===== src/rtl/c64_bus_pkg.sv =====
// Shared types and constants for the C64 memory bus arbiter.
package c64_bus_pkg;

    localparam int unsigned DEF_ADDR_W = 16;
    localparam int unsigned DEF_DATA_W = 8;

    localparam logic SLOT_VIC = 1'b0;
    localparam logic SLOT_CPU = 1'b1;

    typedef enum logic [1:0] {
        CPU_OWN = 2'd0,
        WARN    = 2'd1,
        VIC_OWN = 2'd2
    } state_t;

endpackage


===== src/rtl/c64_bus_arbiter.sv =====
// Time-slices one synchronous memory between the 6502 and the VIC-II,
// running the BA/AEC cycle-stealing handshake and steering read data back.
module c64_bus_arbiter
    import c64_bus_pkg::*;
#(
    parameter int unsigned ADDR_W  = DEF_ADDR_W,
    parameter int unsigned DATA_W  = DEF_DATA_W,
    parameter int unsigned BA_WARN = 3
) (
    input  logic              clk,
    input  logic              reset,
    input  logic [ADDR_W-1:0] cpu_addr,
    input  logic [DATA_W-1:0] cpu_do,
    input  logic              cpu_we,
    output logic              cpu_rdy,
    output logic [DATA_W-1:0] cpu_di,
    input  logic [ADDR_W-1:0] vic_addr,
    input  logic              vic_ba_req,
    output logic [DATA_W-1:0] vic_di,
    output logic              vic_di_valid,
    output logic              phi2,
    output logic              ba,
    output logic              aec,
    output logic [ADDR_W-1:0] mem_addr,
    output logic [DATA_W-1:0] mem_wdata,
    output logic              mem_we,
    input  logic [DATA_W-1:0] mem_rdata
);

    localparam int unsigned CNT_W = (BA_WARN < 1) ? 1 : $clog2(BA_WARN + 1);
    localparam logic [CNT_W-1:0] CNT_INIT = CNT_W'(BA_WARN);

    state_t           state;
    logic [CNT_W-1:0] counter;
    logic             vic_pend;
    logic             cpu_pend;
    logic             cpu_slot;
    logic             cpu_owner;
    logic             vic_sample_edge;

    // Bus mux and grant decode; depends only on registered state and requester inputs.
    always_comb begin
        cpu_slot        = (phi2 == SLOT_CPU);
        vic_sample_edge = (phi2 == SLOT_VIC);
        cpu_owner       = (state != VIC_OWN);
        cpu_rdy         = cpu_slot && ((state == CPU_OWN) || ((state == WARN) && cpu_we));
        mem_addr        = vic_addr;
        mem_wdata       = '0;
        if (cpu_slot && cpu_owner) begin
            mem_addr  = cpu_addr;
            mem_wdata = cpu_do;
        end
        mem_we = cpu_we && cpu_rdy;
    end

    always_ff @(posedge clk or negedge reset) begin
        if (!reset) begin
            phi2         <= SLOT_VIC;
            ba           <= 1'b1;
            aec          <= 1'b1;
            vic_di       <= '0;
            vic_di_valid <= 1'b0;
            cpu_di       <= '0;
            vic_pend     <= 1'b0;
            cpu_pend     <= 1'b0;
            state        <= CPU_OWN;
            counter      <= '0;
        end else begin
            phi2         <= ~phi2;
            vic_di_valid <= vic_pend;
            if (vic_pend) vic_di <= mem_rdata;
            if (cpu_pend) cpu_di <= mem_rdata;
            // Tag which requester the data arriving next clk belongs to.
            vic_pend <= !(cpu_slot && cpu_owner);
            cpu_pend <= cpu_rdy && !cpu_we;

            if (vic_sample_edge) begin
                case (state)
                    CPU_OWN: if (vic_ba_req) begin
                        state   <= WARN;
                        ba      <= 1'b0;
                        counter <= CNT_INIT;
                    end
                    WARN: if (!vic_ba_req) begin
                        state   <= CPU_OWN;
                        ba      <= 1'b1;
                        counter <= '0;
                    end
                    VIC_OWN: if (!vic_ba_req) begin
                        state <= CPU_OWN;
                        ba    <= 1'b1;
                        aec   <= 1'b1;
                    end
                    default: state <= CPU_OWN;
                endcase
            end else if (state == WARN) begin
                // Every warning CPU slot counts, granted write or stalled read.
                if (counter <= CNT_W'(1)) begin
                    counter <= '0;
                    state   <= VIC_OWN;
                    aec     <= 1'b0;
                end else begin
                    counter <= counter - CNT_W'(1);
                end
            end
        end
    end

endmodule


===== config.mk =====
export PLATFORM = sky130hd
export DESIGN_NAME = c64_bus_arbiter
export DESIGN_NICKNAME = d
export VERILOG_FILES = /design/src/rtl/c64_bus_pkg.sv /design/src/rtl/c64_bus_arbiter.sv
export SDC_FILE = /design/constraint.sdc
export NUM_CORES = 1
export LEC_CHECK = 0
export BUFFER_PORTS_ARGS = -buffer_cell sky130_fd_sc_hd__buf_2
export CAP_MARGIN = 20
export CORE_MARGIN = 1
export CORE_UTILIZATION = 30
export DETAILED_ROUTE_END_ITERATION = 8
export GPL_ROUTABILITY_DRIVEN = 1
export SYNTH_ARGS = -nofsm -noshare
export SYNTH_HDL_FRONTEND = slang
export SYNTH_SLANG_ARGS = --single-unit

===== constraint.sdc =====
create_clock -name clk -period 2.45 [get_ports clk]
set_clock_uncertainty 0.15 [all_clocks]
set_input_delay 0.3675 -clock clk [delete_from_list [all_inputs] [get_ports clk]]
set_output_delay 0.3675 -clock clk [all_outputs]
set_load 0.01 [all_outputs]

# Yosys cells after proc, flatten, opt, wreduce, memory -nomap -nowiden
# Cells that the tools add are included.
# word_totals
output_inout_bits,46
ff_bits,26
word_cells,61
# op_classes
bitwise,1
reduce_logical,17
muxes,20
addsub,1
n_eq_ne,11
n_lt_le_gt_ge,1
# ops
operator,count
2-bit two-way mux,9
16-bit two-way mux,1
4-bit AND reduction,4
8-bit two-way mux,1
2-bit case mux with 2 select lines,2
1-bit two-way mux,6
"2-bit by 1-bit inequality test with 1-bit output, second input constant",3
"2-bit inequality test, second input constant",3
"3-bit inequality test, second input constant",2
2-bit nonzero test,3
1-bit logical AND,5
"3-bit by 2-bit inequality test with 1-bit output, second input constant",1
"2-bit by 1-bit == test with 1-bit output, second input constant",1
"2-bit == test, second input constant",1
"2-bit by 1-bit <= comparator with 1-bit output, second input constant",1
1-bit logical NOT,2
2-bit logical NOT,1
1-bit case mux with 2 select lines,1
2-bit OR reduction,1
"2-bit by 1-bit subtractor with 2-bit output, second input constant",1
1-bit logical OR,1
1-bit inverter,1

# Logic depth before layout (Yosys ltp)
# depth
ltp_word,5
ltp_mapped,6
ltp_nobuf,5

# Least setup slack after synthesis
# No wires, ideal clock.
# synth_timing
path_type,register -> output
from,register state[0]
to,output port mem_addr[0]
n_path_buf,1
path_stages_with_launch,7
t_required_ps,1933
slack_ps,560
arrival_ps,1373
path_cell_list,dfrtp_1 inv_1 ha_1 nor2_8 inv_6 buf_12 mux2_4
# synth_between
elab_chain_cells,3
# synth_rtl
element,line,text
from (decl),c64_bus_arbiter.sv:33,state_t state;
from (signal assigned),c64_bus_arbiter.sv:66,state <= CPU_OWN;
from (signal assigned),c64_bus_arbiter.sv:80,state <= WARN;
from (signal assigned),c64_bus_arbiter.sv:85,state <= CPU_OWN;
2-bit inequality test,c64_bus_arbiter.sv:45,cpu_owner = (state != VIC_OWN);
1-bit logical AND,c64_bus_arbiter.sv:49,if (cpu_slot && cpu_owner) begin
16-bit two-way mux,c64_bus_arbiter.sv:49,
to (decl),c64_bus_arbiter.sv:24,"output logic [ADDR_W-1:0] mem_addr,"
# Every way passes these cells.

# Worst setup path in the final report
# layout_timing
from,register state[0]
to,output port mem_addr[7]
# The elaborated chain is that of the path after synthesis.

==> reports/qor.yml <==
drt-pass1-iter-count: 6
p_sw_uw: 450
cp_max_fo: 17
antenna_found_initial: 0
cap_violations: 0
pre_cts_ws_ps: 377
synthArstFlopShare_pct: 100
yosys_warnings: 0
groute.usage.overall_pct: 11.9
p_int_mw: 1.05
grt_max_degree: 27
synth_edf_count: 0
core-area_sq_um: 4440
cp-start-kind: "flip-flop"
htree_num_levels: 1
vias: 1192
synth_top_cell_by_area: "dfrtp_1"
powerDensity_nw_per_um2: 744
p_sw_share_pct: 30.1
end_kind: "output port"
dr.first_iter.drc_count: 30
violations: "design-rule violations"
slew_violations: 0
final_hold_viol_count: 0
fillCellCount: 435
drt-total-wl_um: 3030
post_route_cells_drive_above_1_share_pct: 67.6
place.port_buffers: 97
clock-root-buffer: "clkbuf_8"
fmax_mhz: 433
syn_inst: 109
cts_buffer_depth: 2
fin_crit_ps: 2310
power_frac_comb_pct: 36.3
syn_nets: 166
power_leakage_nw: 1.02
ant_nets: 0
yosysSeqAreaShare_pct: 46.0
hp-class: "input port to flip-flop"
synth-seq-cells: 26
syn-cell-area_sq_um: 1420
grt_pass1_wl_um: 4850
start_util_pct: 31.9
placed_area_sq_um: 1930
row_count: 24
tightest_slew_ps: 582
grt_pass1_vias: 1117
setup_ws_ps: 138
clk_latency_ps: 260
setup_viol_count_final: 0
fin_crit_sh_pct: 94.4
avgSynthCellArea_sq_um: 13.0
cts_buffers: 3
synth_area_leaders: "dfrtp_1 42%, mux2_2 19%, mux2_4 9.5%"
pwr-share-clk_pct: 23.2
slew_headroom_pct: 61.2
drc: 11
required_ps: 1930
dieArea_sq_um: 5010
die_y_um: 70.8
seqPwrFrac_pct: 40.5
outcome: "complete, but fails checks"
wire_per_inst_um: 11.7
nets: 265
synthDistinctLibCells: 28
n_antenna_cell: 0
rsz0062_at_grt: "false"
peakVddDrop_uv: 260
cp_data_arrival_time_ps: 1790
tritoncts: "done"
synth_top_area_share_pct: 42.3
die_x_um: 70.8
critPathKind: "flip-flop to output port"
dp_hpwl_um: 2480
synthFlopType: "dfrtp_1"
path_clk_slew_ps: 90
vias_per_cell: 4.60
setup_tns_ps: 0
final_area_sq_um: 2010
multi_input_area_sq_um: 697
yosys-top-cells-count: "24 x dfrtp_1, 24 x mux2_2, 9 x and2_1, 9 x mux2_4"
cts_sinks: 26
io_pins: 98
final-seq-area_sq_um: 653
gp_congestion: 0.695
synthToLayoutAreaGrowth_pct: 42.0
gr-total-overflow: 0
[cells in the final DEF, fill, tap and decap left out, types with 2 or more instances in the layout]
cell / count
a21oi_1: 4
buf_2: 97
nor3_1: 2
dfstp_2: 2
ha_1: 4
mux2_4: 9
nor2_1: 5
and2_1: 9
mux2_2: 24
inv_6: 2
clkbuf_8: 3
dfrtp_1: 24
inv_1: 4
o21ai_0: 2
[state kept, by name, indices dropped and copies added, names as in the netlist]
register      cells
vic_di_valid      1
counter           2
aec               1
cpu_pend          1
cpu_di            8
vic_di            8
state             2
phi2              1
ba                1
vic_pend          1
[per-layer routing]
metal  up-vias  GRT usage [%]  share of wire [%]  routed length, um
met5         -              0                  0                  0
li1        577              -                  -                  -
met4         0           1.33                  0                  0
met1       549           13.8                 41               1250
met2        66           22.6                 50               1510
met3         0           3.13                8.7                262
[power groups by stage]
| stage | combinational, mW | sequential (mW) | clock, mW |
|---|---|---|---|
| global placement | 0.542 | 0.614 | 0 |
| global route | 0.600 | 0.624 | 0.380 |
| floorplan | 0.288 | 0.656 | 0 |
| detailed placement | 0.548 | 0.617 | 0 |
| finish | 0.543 | 0.607 | 0.348 |
| CTS | 0.550 | 0.608 | 0.359 |
[through the flow]
stage / std cells / total power [mW] / util [%] / hold slack (ps)
finish: 259 / 1.50 / 45.3 / 127
global route: 259 / 1.60 / 45.3 / 124
CTS: 259 / 1.52 / 45.3 / 119
detailed placement: 254 / 1.16 / 43.4 / 255
global placement: 254 / 1.16 / 43.4 / 257
floorplan: 109 / 0.944 / - / -78.1
[worst max-delay path: stages (launching register included)]
cell and delay [ps]:
dfrtp_1 420, inv_1 140, ha_2 260, nor2_8 60
inv_6 150, mux2_2 360, buf_2 140
[worst paths after layout]
path / depth (start not counted) / from / to / slack, ps
max reg2reg: 4 / state[1]$_DFFE_PN0P_ / state[0]$_DFFE_PN0P_ / 650
max: 6 / state[0]$_DFFE_PN0P_ / mem_addr[7] / 140
min: 2 / cpu_we / cpu_pend$_DFF_PN0_ / 130
max in group asynchronous: 2 / reset / vic_di[1]$_DFFE_PN0P_ / 1290
min in group asynchronous: 2 / reset / vic_di[2]$_DFFE_PN0P_ / 480
min reg2reg: 2 / aec$_DFFE_PN1P_ / aec$_DFFE_PN1P_ / 330
[kinds of logic after synthesis]
kind of cell / count (synthesis) / synth area share [%]
flip-flops: 26 / 46.0
adder cells (fa/ha/maj): 5 / 4.41
AO/OA/AOI/OAI: 12 / 5.56
buffers and inverters: 10 / 5.03
AND/OR/NAND/NOR: 23 / 10.4
multiplexers: 33 / 28.6
[repair_timing]
action,CTS,global route
resized for setup,0,1
hold endpoints to repair,24,0
setup buffers,0,0
hold buffers,1,0
endpoints found under the setup margin,0,7
[layout make-up]
type	count	area share [%]
Clock buffer	3	2.05
Clock inverter	1	1.49
Inverter	6	1.61
Multi-Input combinational cell	73	34.6
Sequential cell	26	32.4
Tap cell	52	3.23
Timing Repair Buffer	98	24.6
Power figures use the tool's default switching activity.
